### config.mk
export PLATFORM = sky130hd
export DESIGN_NAME = piso_mux_serializer
export DESIGN_NICKNAME = d
export VERILOG_FILES = /design/src/rtl/piso_mux_serializer_pkg.sv /design/src/rtl/piso_mux_serializer_mux8x1.sv /design/src/rtl/piso_mux_serializer.sv
export SDC_FILE = /design/constraint.sdc
export NUM_CORES = 1
export LEC_CHECK = 0
export CAP_MARGIN = 10
export CORE_MARGIN = 1.5
export CORE_UTILIZATION = 30
export CTS_CLUSTER_SIZE = 20
export DETAILED_ROUTE_END_ITERATION = 16
export GPL_TIMING_DRIVEN = 1
export PLACE_DENSITY = 0.5
export SLEW_MARGIN = 15
export SYNTH_ARGS = -nofsm -noshare
export SYNTH_HDL_FRONTEND = slang
export SYNTH_SLANG_ARGS = --single-unit
### constraint.sdc
create_clock -name clk -period 2.4 [get_ports clk]
set_input_delay 0.48 -clock clk [delete_from_list [all_inputs] [get_ports clk]]
set_output_delay 0.48 -clock clk [all_outputs]
set_load 0.01 [all_outputs]
### src/rtl/piso_mux_serializer_pkg.sv
// Shared types and constants for the PISO serializer that feeds the 8:1 bit mux.
// Also holds the helpers that pick the select start and end points for the bit order.
package piso_ser_pkg;

  localparam int WORD_W = 8;
  localparam int SEL_W  = 3;

  localparam logic [SEL_W-1:0] SEL_LO = 3'd0;
  localparam logic [SEL_W-1:0] SEL_HI = 3'd7;

  typedef enum logic {
    ST_IDLE  = 1'b0,
    ST_SHIFT = 1'b1
  } state_e;

  // The select runs from the first bit sent to the last bit sent. Which end is first depends on the bit order.
  function automatic logic [SEL_W-1:0] sel_start_f(input bit lsb_first);
    return lsb_first ? SEL_LO : SEL_HI;
  endfunction

  function automatic logic [SEL_W-1:0] sel_end_f(input bit lsb_first);
    return lsb_first ? SEL_HI : SEL_LO;
  endfunction

endpackage

### src/rtl/piso_mux_serializer_mux8x1.sv
// Team 8:1 bit mux. Y is the bit of I that SEL selects.
// It is purely combinational.
module mux8x1 (
  input  logic [7:0] I,
  input  logic [2:0] SEL,
  output logic       Y
);

  assign Y = I[SEL];

endmodule

### src/rtl/piso_mux_serializer.sv
// Parallel-in/serial-out stage. It has a one-word pending buffer. It sequences the mux select so
// that back-to-back words leave as a gapless bit stream.
module piso_mux_serializer
  import piso_ser_pkg::*;
#(
  parameter bit LSB_FIRST = 1'b1
) (
  input  logic              clk,
  input  logic              rst_n,
  input  logic [WORD_W-1:0] DIN,
  input  logic              LOAD_VALID,
  output logic              LOAD_READY,
  output logic              SOUT,
  output logic              SOUT_VALID,
  input  logic              SOUT_READY,
  output logic              FIRST,
  output logic              LAST,
  output logic [SEL_W-1:0]  BIT_IDX,
  output logic              BUSY
);

  localparam logic [SEL_W-1:0] SEL_START = sel_start_f(LSB_FIRST);
  localparam logic [SEL_W-1:0] SEL_END   = sel_end_f(LSB_FIRST);

  state_e            state, state_nxt;
  logic [WORD_W-1:0] act_word, act_word_nxt;
  logic [WORD_W-1:0] pend_word, pend_word_nxt;
  logic              pend_full, pend_full_nxt;
  logic [SEL_W-1:0]  sel, sel_nxt;

  logic shifting, at_last, load_xfer, beat, mux_y;

  assign shifting  = (state == ST_SHIFT);
  assign at_last   = shifting && (sel == SEL_END);
  assign load_xfer = LOAD_VALID && !pend_full;
  assign beat      = shifting && SOUT_READY;

  mux8x1 u_mux (
    .I   (act_word),
    .SEL (sel),
    .Y   (mux_y)
  );

  // NOTE: every next-state variable gets a hold default first, so no path through this block leaves one unassigned and no latch is inferred.
  always_comb begin
    state_nxt     = state;
    act_word_nxt  = act_word;
    pend_word_nxt = pend_word;
    pend_full_nxt = pend_full;
    sel_nxt       = sel;

    unique case (state)
      ST_IDLE: begin
        if (load_xfer) begin
          act_word_nxt = DIN;
          sel_nxt      = SEL_START;
          state_nxt    = ST_SHIFT;
        end
      end
      ST_SHIFT: begin
        if (beat && !at_last) begin
          sel_nxt = LSB_FIRST ? sel + 3'd1 : sel - 3'd1;
        end else if (beat && pend_full) begin
          act_word_nxt  = pend_word;
          pend_full_nxt = 1'b0;
          sel_nxt       = SEL_START;
        end else if (beat && load_xfer) begin
          // A load on the last beat with the buffer empty goes straight to the active word, with no bubble.
          act_word_nxt = DIN;
          sel_nxt      = SEL_START;
        end else if (beat) begin
          state_nxt = ST_IDLE;
        end

        if (load_xfer && !(beat && at_last)) begin
          pend_word_nxt = DIN;
          pend_full_nxt = 1'b1;
        end
      end
      default: state_nxt = ST_IDLE;
    endcase
  end

  // NOTE: use non-blocking assignments for all state. Every flop then samples the values from before the edge, whatever order the statements are in.
  always_ff @(posedge clk or negedge rst_n) begin
    if (!rst_n) begin
      state     <= ST_IDLE;
      act_word  <= '0;
      pend_word <= '0;
      pend_full <= 1'b0;
      sel       <= '0;
    end else begin
      state     <= state_nxt;
      act_word  <= act_word_nxt;
      pend_word <= pend_word_nxt;
      pend_full <= pend_full_nxt;
      sel       <= sel_nxt;
    end
  end

  // All outputs decode registered state only. Neither handshake input reaches an output combinationally.
  assign LOAD_READY = !pend_full;
  assign SOUT       = shifting & mux_y;
  assign SOUT_VALID = shifting;
  assign FIRST      = shifting && (sel == SEL_START);
  assign LAST       = at_last;
  assign BIT_IDX    = sel;
  assign BUSY       = shifting || pend_full;

endmodule

==> parameters.txt, run 1 <==
Parameter                              Value

Outcome
  Result of the run ... finished, final reports clean

Global routing
  Total gr overflow ... 0
  Pin count of the biggest net entering global routing ... 22
  Global-route wire length before repair ... 3.48 mm
  Overall fraction of global-route tracks in use ... 11.4%
  Antenna violations before repair ... 0
  Vias in the first global route ... 682

Yosys
  Cell types occupying the most area after synthesis ... dfrtp_1 (49%), mux2_2 (26%), mux4_2 (4.2%), ha_1 (3.5%), a22o_1 (2.4%)
  Number of register bits inferred by synthesis ... 21
  Sequential area share after synthesis ... 48.7%
  Fraction of post-synthesis cell area in the top cell type by area ... 48.7%
  Net count after synthesis ... 95
  Top cell type by total area after synthesis ... dfrtp_1
  Synthesized instance count ... 80
  Synth Area per Inst ... 13.5 um^2
  Synthesized cell area ... 1080 um^2
  Count of cell types in the netlist ... 19
  Count of yosys warnings during synthesis ... 0

CTS
  Number of H-tree levels ... 1
  Clock tree from TritonCTS ... yes
  TritonCTS buffer count ... 3
  Clock latency reported for the late side of the worst-skew pair ... 310 ps
  Cell chosen for the clock root ... clkbuf_4
  Clock transition at the register clock pins on the worst setup and hold paths after CTS ... 120 ps
  Number of sinks on the clock net ... 21
  Number of buffers on the longest clock path ... 2

Finish
  Antenna diode count ... 0
  Filler instances ... 332
  Share of post-route cells with drive strength above 1 ... 37.7%
  Layout Nets ... 122
  Area growth from synthesis to layout ... 27.7%
  Non-filler instance count after layout ... 152
  Utilization after layout ... 40.7%

Floorplan
  Die width ... 63.0 um
  Die Y-Extent ... 63.0 um
  Area of the die ... 3970 um^2
  Rows ... 21
  Count of boundary I/O pins ... 21
  Area of the placeable core ... 3390 um^2
  Initial Util ... 31.9%

Power and ir drop
  Worst-case vdd ir drop ... 0.662 mV
  Power Dens Cells ... 1030 nW/um^2
  Leak pwr ... 0.605 nW

Timing
  Final max-slew violation count ... 0
  Final Hold Vio Count ... 0
  Final count of negative-setup-slack endpoints ... 0
  Setup repair after global routing missed its margin ... no
  Post-route clock period utilization ... 93.9%
  Post-Route Setup TNS ... 0 ps
  Min Tclk post-route ... 2250 ps
  Worst hold slack ... 502 ps
  Slew at the pin with the worst max-slew slack ... 473 ps
  FMAX ... 444 MHz
  Largest clock skew in the final design ... 8.84 ps
  Worst relative slew slack ... 68.5%

Setup path
  WP data required ... 1920 ps
  Endpoint type of the worst setup path ... output port
  Critical setup path kind ... reg -> out
  Capture instance of the worst register-to-register path ... pend_word[0]$_DFFE_PN0P_
  Setup slack of the most critical reg-to-reg path ... 520 ps
  Largest fanout on the critical path ... 4
  CP Data Arrival Time ... 1770 ps
  Worst reg2reg path depth ... 5
  Crit path launch type ... register
  Crit Reg-Reg Startpoint ... BIT_IDX[0]$_DFFE_PN0P_

Drt
  Post-route DRC ... 0
  Number of iterations in the first detailed-routing pass ... 4
  Number of DRC markers after the initial detailed-route iteration ... 24
  Routed len/inst ... 13.6 um
  Final ANT Viol Nets ... 0
  Vias post-DR ... 696
  Total wire length ... 2.06 mm
  Post-detailed-route via-to-cell ratio ... 4.58

Place
  Count of port buffers added during placement ... 20
  Last weighted congestion value of the routability-driven placer ... 0.717
  # placed instances ... 145
  Post-detail-place hpwl ... 1.47 mm

Job
  Count of max-cap constraint violations ... 0

Min path
  Worst Hold Class ... in -> async
[state kept, by name, indices dropped and copies added (netlist names)]
| register | cells |
|---|---|
| SOUT_VALID | 1 |
| BIT_IDX | 3 |
| pend_word | 8 |
| pend_full | 1 |
| act_word | 8 |
[metal layers]
metal / up-vias / GRT usage, % / part of all wire, %
li1: 341 / - / -
met1: 334 / 16.8 / 50
met2: 19 / 16.5 / 44
met3: 2 / 3.96 / 5.0
met4: 0 / 1.67 / 0.39
met5: - / 0 / 0
[layout by cell type (no fill, tap or decap), types with 2 or more instances in the layout]
master and count:
buf_4 4, dfrtp_2 2, nor2_1 3, mux4_2 2
mux2_2 25, ha_1 2, a22o_1 3, dfrtp_1 19
o21ai_0 2, nand2_1 6, clkbuf_4 3, clkdlybuf4s50_1 19
a21boi_0 2, inv_1 4
[power by group]
group	total, mW	switching (mW)	leakage (nW)	internal, mW
Clock	0.175	0.110	0.0150	0.0648
Combinational	0.630	0.232	0.330	0.398
Sequential	0.620	0.121	0.260	0.499
Total	1.42	0.462	0.605	0.962
[layout make-up]
cell class / instances / area (um^2) / area share [%]
timing repair buffer: 24 / 229 / 16.6
multi-input combinational: 53 / 523 / 37.9
clock buffer: 4 / 26.3 / 1.91
tap: 46 / 57.6 / 4.17
sequential: 21 / 528 / 38.3
inverter: 4 / 15.0 / 1.09
[what timing repair did]
| item | 4_1_cts | 5_1_grt |
|---|---|---|
| buffers inserted | 1 | 2 |
| endpoints found under the setup margin | 2 | 1 |
| hold buffers | 0 | 0 |
| gates resized for setup | 2 | 2 |
| hold endpoints to repair | 0 | 0 |
[cell usage after synthesis]
cell type	instances
nor2_1	3
or2_1	1
mux4_2	2
or3b_1	1
a21boi_0	2
ha_1	3
a21oi_4	1
a22o_1	3
nand3_1	1
buf_4	1
dfrtp_1	21
nand3_2	1
buf_6	1
o21ai_0	2
inv_1	4
and2_1	1
nor3b_4	1
mux2_2	25
nand2_1	6
[stage by stage]
step           power [mW]  setup slack [ps]  instance area, um^2
2_1_floorplan        1.01               620                 1080
3_3_place_gp         1.23               250                 1330
3_5_place_dp         1.24               221                 1330
4_1_cts              1.42              56.3                 1360
5_1_grt              1.54              52.0                 1380
6_report             1.42               146                 1380
[critical path: stages (launching register included)]
cell	delay (ps)
dfrtp_2	420
buf_4	130
mux4_2	490
nand2_1	80
a21boi_0	80
dlygate4sd2_1	290
[how the worst max path moves through the flow]
stage,from,end,slack (ps)
6_report,BIT_IDX[1]$_DFFE_PN0P_,SOUT,150
4_1_cts,BIT_IDX[1]$_DFFE_PN0P_,LAST,60
2_1_floorplan,BIT_IDX[1]$_DFFE_PN0P_,pend_word[0]$_DFFE_PN0P_,620
3_3_place_gp,BIT_IDX[1]$_DFFE_PN0P_,SOUT,250
5_1_grt,BIT_IDX[1]$_DFFE_PN0P_,SOUT,50
3_5_place_dp,BIT_IDX[1]$_DFFE_PN0P_,SOUT,220
[cell families (layout without fill, tap and decap cells)]
logic type | Yosys count | after routing | share of synthesized area (%)
AND/OR/NAND/NOR | 15 | 15 | 8.23
AO/OA/AOI/OAI | 8 | 8 | 6.26
buffers and inverters | 6 | 32 | 3.13
multiplexers | 27 | 27 | 30.2
adder cells (fa/ha/maj) | 3 | 3 | 3.48
flip-flops | 21 | 21 | 48.7
Power figures use the tool's default switching activity.
==> inputs of run 2 (changes only) <==
- CORE_UTILIZATION: 30 -> 50
- PLACE_DENSITY: 0.5 -> 0.76
==> parameters.txt, run 2 (synthesis gave the netlist of run 1 again) <==
Parameter                              Value

Setup path
  Crit path launch type ... register
  Endpoint type of the worst setup path ... output port
  WP data required ... 1920 ps (about the same)
  Critical setup path kind ... reg -> out
  CP Data Arrival Time ... 1800 ps (+30 ps)
  Largest fanout on the critical path ... 6 (+2)

Finish
  Filler instances ... 156 (-53%)
  Antenna diode count ... 0 (unchanged)
  Total non-filler cell area in the finished layout ... 1360 um^2 (-1.7%)
  Layout Nets ... 122 (unchanged)
  Most common library cell in the layout ignoring fill and taps ... mux2_2
  Most used cells in the layout excluding fill and tap cells ... mux2_2 (25), dfrtp_1 (20), clkdlybuf4s50_1 (19)
  Area growth from synthesis to layout ... 25.5%
  Share of post-route cells with drive strength above 1 ... 35.8% (-1.9 points)
  Utilization after layout ... 67.7% (+27 points)

Timing
  FMAX ... 439 MHz (-0.99%)
  Setup repair after global routing missed its margin ... no
  Post-route clock period utilization ... 94.9% (+0.94 points)
  Slew at the pin with the worst max-slew slack ... 482 ps (+9.11 ps)
  Final max-slew violation count ... 0 (unchanged)
  Min Tclk post-route ... 2280 ps (+22.6 ps)
  Post-Route Setup TNS ... 0 ps (unchanged)
  Worst hold slack ... 505 ps (+2.79 ps)
  Worst relative slew slack ... 67.9% (-0.61 points)
  Final Hold Vio Count ... 0 (unchanged)
  Final count of negative-setup-slack endpoints ... 0 (unchanged)
  Largest clock skew in the final design ... 6.60 ps (-2.25 ps)

Floorplan
  Rows ... 16 (-24%)
  Die Y-Extent ... 49.5 um (-21%)
  Die width ... 49.5 um (-21%)
  Initial Util ... 53.9% (+22 points)
  Count of boundary I/O pins ... 21 (unchanged)
  Area of the placeable core ... 2000 um^2 (-41%)
  Area of the die ... 2450 um^2 (-38%)

CTS
  Clock transition at the register clock pins on the worst setup and hold paths after CTS ... 110 ps (about the same)
  Number of buffers on the longest clock path ... 2 (unchanged)
  Clock tree from TritonCTS ... yes
  Cell chosen for the clock root ... clkbuf_4
  Number of H-tree levels ... 1 (unchanged)
  Clock latency reported for the late side of the worst-skew pair ... 300 ps (about the same)
  TritonCTS buffer count ... 3 (unchanged)
  Number of hold-repair buffers added at the cts stage ... 0 (unchanged)
  Number of sinks on the clock net ... 21 (unchanged)

Place
  Count of port buffers added during placement ... 20 (unchanged)
  Last weighted congestion value of the routability-driven placer ... 0.698 (-2.6%)
  Cell area after placement ... 1300 um^2 (-1.8%)
  Post-detail-place hpwl ... 1.35 mm (-8.4%)

Global routing
  GR met2 Demand/Resource ... 29.5% (+13 points)
  Top Usage Layer GRT ... met2
  Global-route wire length before repair ... 3.26 mm (-6.2%)
  Met3 Track Usage GR ... 3.94% (-0.025 points)
  Vias in the first global route ... 734 (+7.6%)
  Total gr overflow ... 0 (unchanged)
  Overall fraction of global-route tracks in use ... 17.3% (+5.9 points)
  Pin count of the biggest net entering global routing ... 22 (unchanged)
  Met1 demand-to-capacity share in global routing ... 23.1% (+6.3 points)
  Antenna violations before repair ... 0 (unchanged)

Drt
  Total wire length ... 1.79 mm (-13%)
  Post-detailed-route via-to-cell ratio ... 5.20 (+14%)
  Post-route DRC ... 0 (unchanged)
  Vias post-DR ... 692 (-0.57%)
  Final ANT Viol Nets ... 0 (unchanged)
  Routed len/inst ... 13.5 um (-0.78%)
  Number of DRC markers after the initial detailed-route iteration ... 7 (-71%)
  Number of iterations in the first detailed-routing pass ... 4 (unchanged)

Power and ir drop
  Power Dens Cells ... 1040 nW/um^2 (+0.58%)
  Worst-case vdd ir drop ... 0.685 mV (+3.4%)
  Leak pwr ... 0.619 nW (+2.4%)

Min path
  Worst Hold Class ... in -> async

Outcome
  Result of the run ... finished, final reports clean

Job
  Count of max-cap constraint violations ... 0 (unchanged)
==> run 2: worst max-delay path: stages (launching register included) <==
cell and delay [ps]:
dfrtp_2 460, ha_1 190, ha_1 230, and2_1 150, clkdlybuf4s50_1 470
==> run 2: routing by layer <==
layer / vias to the layer above / wire, um
met3: 0 / 80
met1: 341 / 755
met2: 12 / 956
met5: - / 0
li1: 339 / -
met4: 0 / 0
==> run 2: final cells by class <==
type | count | area, um^2 | area share [%]
well taps | 27 | 33.8 | 2.49
repair buffers | 24 | 233 | 17.2
inverters | 4 | 15.0 | 1.11
clock buffers | 4 | 26.3 | 1.94
flip-flops and latches | 21 | 527 | 38.9
multi-input cells | 53 | 520 | 38.4
==> run 2: path summary, 6_finish.rpt <==
check / start / to / slack (ps) / cells after the start
worst max-delay path: BIT_IDX[1]$_DFFE_PN0P_ / LAST / 120 / 4
worst min register to register: act_word[6]$_DFFE_PN0P_ / act_word[6]$_DFFE_PN0P_ / 520 / 1
worst min-delay path: rst_n / BIT_IDX[2]$_DFFE_PN0P_ / 510 / 2
min in group clk: act_word[6]$_DFFE_PN0P_ / act_word[6]$_DFFE_PN0P_ / 520 / 1
worst max register to register: BIT_IDX[1]$_DFFE_PN0P_ / pend_word[3]$_DFFE_PN0P_ / 490 / 5
max in group asynchronous: rst_n / BIT_IDX[1]$_DFFE_PN0P_ / 1670 / 2
==> run 2: where the power goes <==
group | total (mW) | switching (mW) | internal (mW)
registers | 0.614 | 0.116 | 0.497
clock network | 0.165 | 0.101 | 0.0646
logic | 0.629 | 0.225 | 0.404
total | 1.41 | 0.442 | 0.966
==> run 2: per-stage QoR <==
stage | setup WS [ps] | power, mW | instances
global placement | 296 | 1.21 | 126
floorplan | 620 | 1.01 | 80
global route | 5.87 | 1.52 | 133
finish | 123 | 1.41 | 133
detailed placement | 267 | 1.23 | 126
CTS | 7.45 | 1.40 | 130
==> run 2: repair_timing <==
item / 4_1_cts / 5_1_grt
setup buffers: 0 / 3
resized for setup: 1 / 1
setup endpoints to repair: 1 / 2
==> inputs of run 3 (changes only) <==
- SKIP_LAST_GASP: unset -> 1
==> results of run 3 <==
Same layout as run 2: the final DEF is identical, and so are final timing and power.
